**src/rtl/gps_ca_code_gen.sv**
```systemverilog
// -----------------------------------------------------------------------------
// gps_ca_code_gen
//   GPS L1 C/A Gold-code generator. G1 (x^3+x^10) and G2
//   (x^2+x^3+x^6+x^8+x^9+x^10) run 1023 chips per 1 ms epoch. The chip output
//   is G1[10] xor the two G2 phase-select taps belonging to the active PRN.
//   Advances on the single-cycle chip_en strobe from the chip prescaler.
//
// Optional feature: define CA_CODE_SLEW_EN to add the slew_req/slew_dir
//   ports for one-chip code-phase corrections (retard = hold one chip_en,
//   advance = double step on one chip_en).
//
// Ports
//   clk        in   system clock
//   rst        in   synchronous active-high reset
//   chip_en    in   one-cycle chip strobe
//   prn_valid  in   PRN load request
//   prn        in   requested PRN (1..32)
//   prn_ready  out  1 except while rst is asserted
//   prn_err    out  1-cycle pulse after a request with prn==0 or prn>32
//   stop       in   return to IDLE (wins over a simultaneous request)
//   running    out  1 while in RUN
//   ca_chip    out  current chip (0 in IDLE)
//   chip_idx   out  index of the current chip, 0..1022
//   epoch      out  1-cycle pulse the cycle after the 1022->0 wrap
//   bit_edge   out  coincides with every MS_PER_BIT-th epoch
//   slew_req   in   (CA_CODE_SLEW_EN) arm one correction
//   slew_dir   in   (CA_CODE_SLEW_EN) 0 = retard, 1 = advance
// -----------------------------------------------------------------------------
module gps_ca_code_gen #(
  parameter int PRN_W      = 6,
  parameter int MS_PER_BIT = 20
) (
  input  logic             clk,
  input  logic             rst,
  input  logic             chip_en,
  input  logic             prn_valid,
  input  logic [PRN_W-1:0] prn,
  output logic             prn_ready,
  output logic             prn_err,
  input  logic             stop,
  output logic             running,
  output logic             ca_chip,
  output logic [9:0]       chip_idx,
  output logic             epoch,
  output logic             bit_edge
`ifdef CA_CODE_SLEW_EN
  ,
  input  logic             slew_req,
  input  logic             slew_dir
`endif
);

  localparam int MS_W = (MS_PER_BIT > 1) ? $clog2(MS_PER_BIT) : 1;
  localparam logic [9:0] LAST_IDX = 10'd1022;

  typedef enum logic {IDLE = 1'b0, RUN = 1'b1} state_t;

  state_t          state_reg, state_next;
  logic [10:1]     g1_reg, g1_next;
  logic [10:1]     g2_reg, g2_next;
  logic [9:0]      idx_reg, idx_next;
  logic [MS_W-1:0] ms_reg, ms_next;
  logic [7:0]      taps_reg, taps_next;        // {tap_a, tap_b}, stage numbers 1..10
  logic [7:0]      pend_taps_reg, pend_taps_next;
  logic            pend_valid_reg, pend_valid_next;
  logic            epoch_reg, epoch_next;
  logic            bit_edge_reg, bit_edge_next;
  logic            prn_err_reg, prn_err_next;

`ifdef CA_CODE_SLEW_EN
  logic            slew_armed_reg, slew_armed_next;
  logic            slew_adv_reg, slew_adv_next;
`endif

  logic            prn_ok;
  logic            req_ok;
  logic [4:0]      prn_sel;
  logic [7:0]      req_taps;
  logic [1:0]      steps;       // register shifts applied on this chip_en
  logic            wrap;
  logic [10:1]     tap_hit_a, tap_hit_b;

  // G2 phase-select tap pairs, indexed by PRN-1 (PRN32 falls to default).
  function automatic logic [7:0] g2_taps(input logic [4:0] sel);
    logic [7:0] t;
    case (sel)
      5'd0:    t = {4'd2, 4'd6};
      5'd1:    t = {4'd3, 4'd7};
      5'd2:    t = {4'd4, 4'd8};
      5'd3:    t = {4'd5, 4'd9};
      5'd4:    t = {4'd1, 4'd9};
      5'd5:    t = {4'd2, 4'd10};
      5'd6:    t = {4'd1, 4'd8};
      5'd7:    t = {4'd2, 4'd9};
      5'd8:    t = {4'd3, 4'd10};
      5'd9:    t = {4'd2, 4'd3};
      5'd10:   t = {4'd3, 4'd4};
      5'd11:   t = {4'd5, 4'd6};
      5'd12:   t = {4'd6, 4'd7};
      5'd13:   t = {4'd7, 4'd8};
      5'd14:   t = {4'd8, 4'd9};
      5'd15:   t = {4'd9, 4'd10};
      5'd16:   t = {4'd1, 4'd4};
      5'd17:   t = {4'd2, 4'd5};
      5'd18:   t = {4'd3, 4'd6};
      5'd19:   t = {4'd4, 4'd7};
      5'd20:   t = {4'd5, 4'd8};
      5'd21:   t = {4'd6, 4'd9};
      5'd22:   t = {4'd1, 4'd3};
      5'd23:   t = {4'd4, 4'd6};
      5'd24:   t = {4'd5, 4'd7};
      5'd25:   t = {4'd6, 4'd8};
      5'd26:   t = {4'd7, 4'd9};
      5'd27:   t = {4'd8, 4'd10};
      5'd28:   t = {4'd1, 4'd6};
      5'd29:   t = {4'd2, 4'd7};
      5'd30:   t = {4'd3, 4'd8};
      default: t = {4'd4, 4'd9};
    endcase
    return t;
  endfunction

  // Stage 1 receives the feedback; stage 10 is the output stage.
  function automatic logic [10:1] g1_step(input logic [10:1] r);
    return {r[9:1], r[3] ^ r[10]};
  endfunction

  function automatic logic [10:1] g2_step(input logic [10:1] r);
    return {r[9:1], r[2] ^ r[3] ^ r[6] ^ r[8] ^ r[9] ^ r[10]};
  endfunction

  assign prn_ok   = (prn != '0) && (32'(prn) <= 32'd32);
  assign req_ok   = prn_valid && prn_ok;
  assign prn_sel  = 5'(prn - PRN_W'(1));
  assign req_taps = g2_taps(prn_sel);

  // One-hot tap selection keeps the G2 stage lookup free of variable indexing.
  genvar gi;
  generate
    for (gi = 1; gi <= 10; gi++) begin : g_tap_sel
      assign tap_hit_a[gi] = g2_reg[gi] & (taps_reg[7:4] == 4'(gi));
      assign tap_hit_b[gi] = g2_reg[gi] & (taps_reg[3:0] == 4'(gi));
    end
  endgenerate

  always_comb begin
    state_next      = state_reg;
    g1_next         = g1_reg;
    g2_next         = g2_reg;
    idx_next        = idx_reg;
    ms_next         = ms_reg;
    taps_next       = taps_reg;
    pend_taps_next  = pend_taps_reg;
    pend_valid_next = pend_valid_reg;
    epoch_next      = 1'b0;
    bit_edge_next   = 1'b0;
    prn_err_next    = prn_valid && !prn_ok;
    steps           = 2'd1;
    wrap            = 1'b0;
`ifdef CA_CODE_SLEW_EN
    slew_armed_next = slew_armed_reg;
    slew_adv_next   = slew_adv_reg;
`endif

    case (state_reg)
      IDLE: begin
        if (!stop && req_ok) begin
          state_next = RUN;
          taps_next  = req_taps;
        end
      end

      RUN: begin
        if (stop) begin
          state_next      = IDLE;
          g1_next         = '1;
          g2_next         = '1;
          idx_next        = '0;
          ms_next         = '0;
          pend_valid_next = 1'b0;
`ifdef CA_CODE_SLEW_EN
          slew_armed_next = 1'b0;
`endif
        end else begin
          // A new PRN waits for the epoch boundary so the code stays continuous.
          if (req_ok) begin
            pend_valid_next = 1'b1;
            pend_taps_next  = req_taps;
          end

`ifdef CA_CODE_SLEW_EN
          // A correction armed earlier is consumed here; a request in this
          // same cycle arms the following chip_en.
          if (chip_en && slew_armed_reg) begin
            steps           = slew_adv_reg ? 2'd2 : 2'd0;
            slew_armed_next = 1'b0;
          end
          if (slew_req) begin
            slew_armed_next = 1'b1;
            slew_adv_next   = slew_dir;
          end
`endif

          if (chip_en && (steps != 2'd0)) begin
            if (idx_reg == LAST_IDX) begin
              wrap     = 1'b1;
              g1_next  = '1;
              g2_next  = '1;
              idx_next = '0;
              if (steps == 2'd2) begin
                g1_next  = g1_step('1);
                g2_next  = g2_step('1);
                idx_next = 10'd1;
              end
            end else if ((steps == 2'd2) && (idx_reg != LAST_IDX - 10'd1)) begin
              g1_next  = g1_step(g1_step(g1_reg));
              g2_next  = g2_step(g2_step(g2_reg));
              idx_next = idx_reg + 10'd2;
            end else begin
              // Normal step; an advance at 1021 is clamped to 1022 so the
              // following chip_en performs the wrap.
              g1_next  = g1_step(g1_reg);
              g2_next  = g2_step(g2_reg);
              idx_next = idx_reg + 10'd1;
            end
          end

          if (wrap) begin
            epoch_next = 1'b1;
            if (ms_reg == MS_W'(MS_PER_BIT - 1)) begin
              ms_next       = '0;
              bit_edge_next = 1'b1;
            end else begin
              ms_next = ms_reg + MS_W'(1);
            end
            if (pend_valid_next) begin
              taps_next       = pend_taps_next;
              pend_valid_next = 1'b0;
            end
          end
        end
      end

      default: state_next = IDLE;
    endcase
  end

  always_ff @(posedge clk) begin
    if (rst) begin
      state_reg      <= IDLE;
      g1_reg         <= '1;
      g2_reg         <= '1;
      idx_reg        <= '0;
      ms_reg         <= '0;
      taps_reg       <= {4'd2, 4'd6};
      pend_taps_reg  <= {4'd2, 4'd6};
      pend_valid_reg <= 1'b0;
      epoch_reg      <= 1'b0;
      bit_edge_reg   <= 1'b0;
      prn_err_reg    <= 1'b0;
`ifdef CA_CODE_SLEW_EN
      slew_armed_reg <= 1'b0;
      slew_adv_reg   <= 1'b0;
`endif
    end else begin
      state_reg      <= state_next;
      g1_reg         <= g1_next;
      g2_reg         <= g2_next;
      idx_reg        <= idx_next;
      ms_reg         <= ms_next;
      taps_reg       <= taps_next;
      pend_taps_reg  <= pend_taps_next;
      pend_valid_reg <= pend_valid_next;
      epoch_reg      <= epoch_next;
      bit_edge_reg   <= bit_edge_next;
      prn_err_reg    <= prn_err_next;
`ifdef CA_CODE_SLEW_EN
      slew_armed_reg <= slew_armed_next;
      slew_adv_reg   <= slew_adv_next;
`endif
    end
  end

  assign running   = (state_reg == RUN);
  assign ca_chip   = running & (g1_reg[10] ^ (|tap_hit_a) ^ (|tap_hit_b));
  assign chip_idx  = idx_reg;
  assign epoch     = epoch_reg;
  assign bit_edge  = bit_edge_reg;
  assign prn_err   = prn_err_reg;
  assign prn_ready = ~rst;

endmodule

```
**config.mk**
```make
export PLATFORM = sky130hd
export DESIGN_NAME = gps_ca_code_gen
export DESIGN_NICKNAME = d
export VERILOG_FILES = /design/src/rtl/gps_ca_code_gen.sv
export SDC_FILE = /design/constraint.sdc
export NUM_CORES = 1
export LEC_CHECK = 0
export ABC_AREA = 1
export CORE_MARGIN = 2
export CORE_UTILIZATION = 55
export CTS_CLUSTER_SIZE = 12
export DETAILED_ROUTE_END_ITERATION = 7
export GPL_ROUTABILITY_DRIVEN = 0
export GPL_TIMING_DRIVEN = 0
export MAX_ROUTING_LAYER = met4
export PLACE_DENSITY = 0.78
export SLEW_MARGIN = 15
export SYNTH_ARGS = -nofsm -noshare
export SYNTH_HDL_FRONTEND = slang
export SYNTH_SLANG_ARGS = --single-unit
```
**constraint.sdc**
```tcl
create_clock -name clk -period 3.9 [get_ports clk]
set_input_delay 1.17 -clock clk [delete_from_list [all_inputs] [get_ports clk]]
set_output_delay 1.17 -clock clk [all_outputs]
set_load 0.02 [all_outputs]
```
==> summary by stage <==
Power
The static leakage is 1.87 nW. The design draws roughly 0.0012 W. The total power per unit cell area is 314 nW/um^2.

IR analysis of the VDD net gives a maximum drop of 0.000206 V.

Cells and area
The layout net count is just under 600. The end-of-flow core utilization is between 60% and 70%. The repair_antennas step left the layout with diodes totalling 0. The fraction of final layout cells with drive strength greater than 1 is 7.33%.

Compared with the post-synthesis result, the final layout area differs by 13.3%.

Synth
Sorting the synthesized cells by how often they occur yields 175 x sky130_fd_sc_hd__nand2_1, 74 x sky130_fd_sc_hd__nand3_1, 56 x sky130_fd_sc_hd__dfxtp_1. Counting flops and latches in the post-synthesis netlist gives 56. sky130_fd_sc_hd__dfxtp_1 takes more of the synthesized area than any other cell. Sorting the synthesized cells by area gives the leading types as sky130_fd_sc_hd__dfxtp_1 33%, sky130_fd_sc_hd__nand2_1 19%, sky130_fd_sc_hd__nand3_1 11%, sky130_fd_sc_hd__inv_1 6.0%, sky130_fd_sc_hd__nor2_1 4.6%. The most used flip-flop cell after synthesis is sky130_fd_sc_hd__dfxtp_1. The gate count of the mapped netlist is 540. After synthesis, the largest area contributor takes up 32.5% of total cell area. The number of different library cells used by synthesis comes to 37. The most common cell in the synthesized netlist is sky130_fd_sc_hd__nand2_1. For this run, the number of Yosys warnings is 0.

The post-synthesis net count is 563. After synthesis, the share of flip-flops with an asynchronous set or reset is 0%. The synthesized design contains 0 enable-type register cells. After synthesis, flip-flops and latches occupy 32.5% of the total area.

The mean area per synthesized cell is 6.38 um^2. Summing every instance area after synthesis gives 3450 um^2.

GRT
Global routing used 23.9% of the available tracks across all layers. The global-route wire length before repair is 13700 um. The initial antenna violation count is 0. The number of global-route vias before repair came to 3121.

The overflow left after global routing is 0. Entering global routing, the biggest net connects 18 pins.

Clock tree
The clock latency at the later pin of the worst-skew pair is 0.31 ns. The number of buffers added to fix hold violations after cts is 0. The number of buffers inserted to repair setup after CTS is 0. In this run, CTS created clock tree buffers numbering 5.

The count of clock tree sinks is 56. The clock root buffer is sky130_fd_sc_hd__clkbuf_8. The total number of H-tree levels is 2. TritonCTS built the clock tree.

The buffer depth of the longest clock path is 2. After clock tree synthesis, the clock-pin slew on the worst setup and hold paths is approximately 0.1 ns. In this run, post-CTS repair resized a total of 0 instances.

Outcome
The run finished with clean final reports.

Detailed routing
For this run, the detailed router's first-pass iteration total came to 4. In the final routed layout, each cell accounts on average for around 12 um. The number of antenna-violating nets in the routed design is 0. The total length of routed wires is 7890 um. The total number of vias is 3401. Dividing the detail-routed via count by the number of cells gives 5.25. After detailed routing, the number of remaining DRC violations is 0. The initial DRC count is 193.

Critical path
The arrival time of the worst setup path is 2.54 ns. The library cell contributing the largest single delay on the critical path is sky130_fd_sc_hd__clkdlybuf4s50_1. Traced cell by cell, the critical path runs through clkbuf_2 > inv_1 > buf_2 > clkdlybuf4s50_1. On the worst path, the slowest cell contributes a delay of 0.65 ns. The startpoint class of the critical path is a primary input. STA puts the critical path data required time at 2.73 ns.

The critical path start-end classification is in -> out. Along the worst path, the maximum fanout reaches 10. The kind of capture point of the worst setup path is an output port.

Floorplanning
The horizontal die dimension is roughly 83 um. The number of top-level pins is 27. The die is 83.2 um tall. The count of standard-cell rows is 28. The area inside the core boundary is 5990 um^2. The floorplan step defined a die boundary enclosing slightly below 7000 um^2. The effective utilization at floorplan is 57.5%.

Placement
The number of port buffers is 25. Prior to clock tree synthesis, the placed netlist has a worst setup slack of 0.0264 ns. The placed wire-length estimate after detailed placement is roughly 6000 um.

Worst hold path
The min-delay analysis places its worst path in the category reg -> reg.

Timing
The count of final hold-check violations is 0. The setup total negative slack is 0 ns. The worst path meets setup with 0.185 ns of slack. Setup repair after global routing left no endpoint under its margin. The worst max-slew margin expressed relative to the limit is between 60% and 70%. The number of slew-limit violations in the final report is 0. After layout, the worst path uses 95.2% of the clock period. For the pin with the worst max-slew slack, the measured transition is 0.462 ns. The minimum period implied by the final worst setup slack is 3.71 ns. For the final database, setup skew stands at 0.0102 ns.

The number of setup violations in the final report is 0. The highest clock frequency the design can meet is 269 MHz. The worst hold slack after final layout is just under 0.5 ns.

Run
The max capacitance violation total is 0.
==> critical path, delay by kind of cell <==
kind / cells / cell delay, ns
buffers and inverters: 4 / 1.38
==> cells by family after synthesis <==
group | after synthesis | synth area share, %
compound gates | 61 | 10.2
xor+xnor | 8 | 2.03
fa+ha+maj | 12 | 4.36
buf+inv | 75 | 8.71
flops | 56 | 32.5
simple gates | 328 | 42.2
==> layout by cell type (no fill, tap or decap), types with 3 or more instances in the layout <==
cell,instances
sky130_fd_sc_hd__nand2_1,175
sky130_fd_sc_hd__nand3_1,74
sky130_fd_sc_hd__dfxtp_1,56
sky130_fd_sc_hd__inv_1,55
sky130_fd_sc_hd__nor2_1,42
sky130_fd_sc_hd__a21oi_1,26
sky130_fd_sc_hd__clkdlybuf4s50_1,25
sky130_fd_sc_hd__o21ai_0,15
sky130_fd_sc_hd__ha_1,12
sky130_fd_sc_hd__nand2_2,10
sky130_fd_sc_hd__o211ai_1,10
sky130_fd_sc_hd__clkbuf_1,8
sky130_fd_sc_hd__nand4_1,6
sky130_fd_sc_hd__buf_2,5
sky130_fd_sc_hd__clkbuf_8,5
sky130_fd_sc_hd__inv_2,4
sky130_fd_sc_hd__xnor2_1,4
sky130_fd_sc_hd__xor2_1,4
sky130_fd_sc_hd__nand3_2,3
sky130_fd_sc_hd__nor3_1,3
==> through the flow <==
stage / std cells / instance area [um^2]
after floorplan: 540 / 3450
after global placement: 640 / 3790
after detailed placement: 640 / 3790
after CTS: 648 / 3900
after global routing: 648 / 3900
final: 648 / 3900
==> final cells by class <==
class                           instances  area [um^2]
Fill cell                             562         2090
Buffer                                 15         75.1
Clock inverter                          2         38.8
Timing Repair Buffer                   25          250
Tap cell                               75         93.8
Clock buffer                            6         72.6
Inverter                               60          226
Sequential cell                        56         1120
Multi-Input combinational cell        409         2020
==> final timing paths <==
kind	from	to	slack (ns)	cells after the start
setup / recovery	rst	prn_ready	0.19	4
hold / removal	g1_reg[2]	g1_reg[3]	0.48	2
setup reg to reg	chip_idx[0]	ms_reg[2]	2.12	12
hold reg to reg	g1_reg[2]	g1_reg[3]	0.48	2
==> power by group <==
group	switching, W	internal (W)
logic	0.000151	0.0000878
registers	0.0000154	0.000589
clock network	0.000188	0.000194
total	0.000354	0.000871
==> per-layer routing <==
metal / GRT usage (%) / wire, um
met5: - / 0
met4: 7.00 / 123
met1: 29.4 / 3640
met2: 41.4 / 3880
met3: 2.78 / 242
Note: power is estimated with default switching activity, not from simulation.
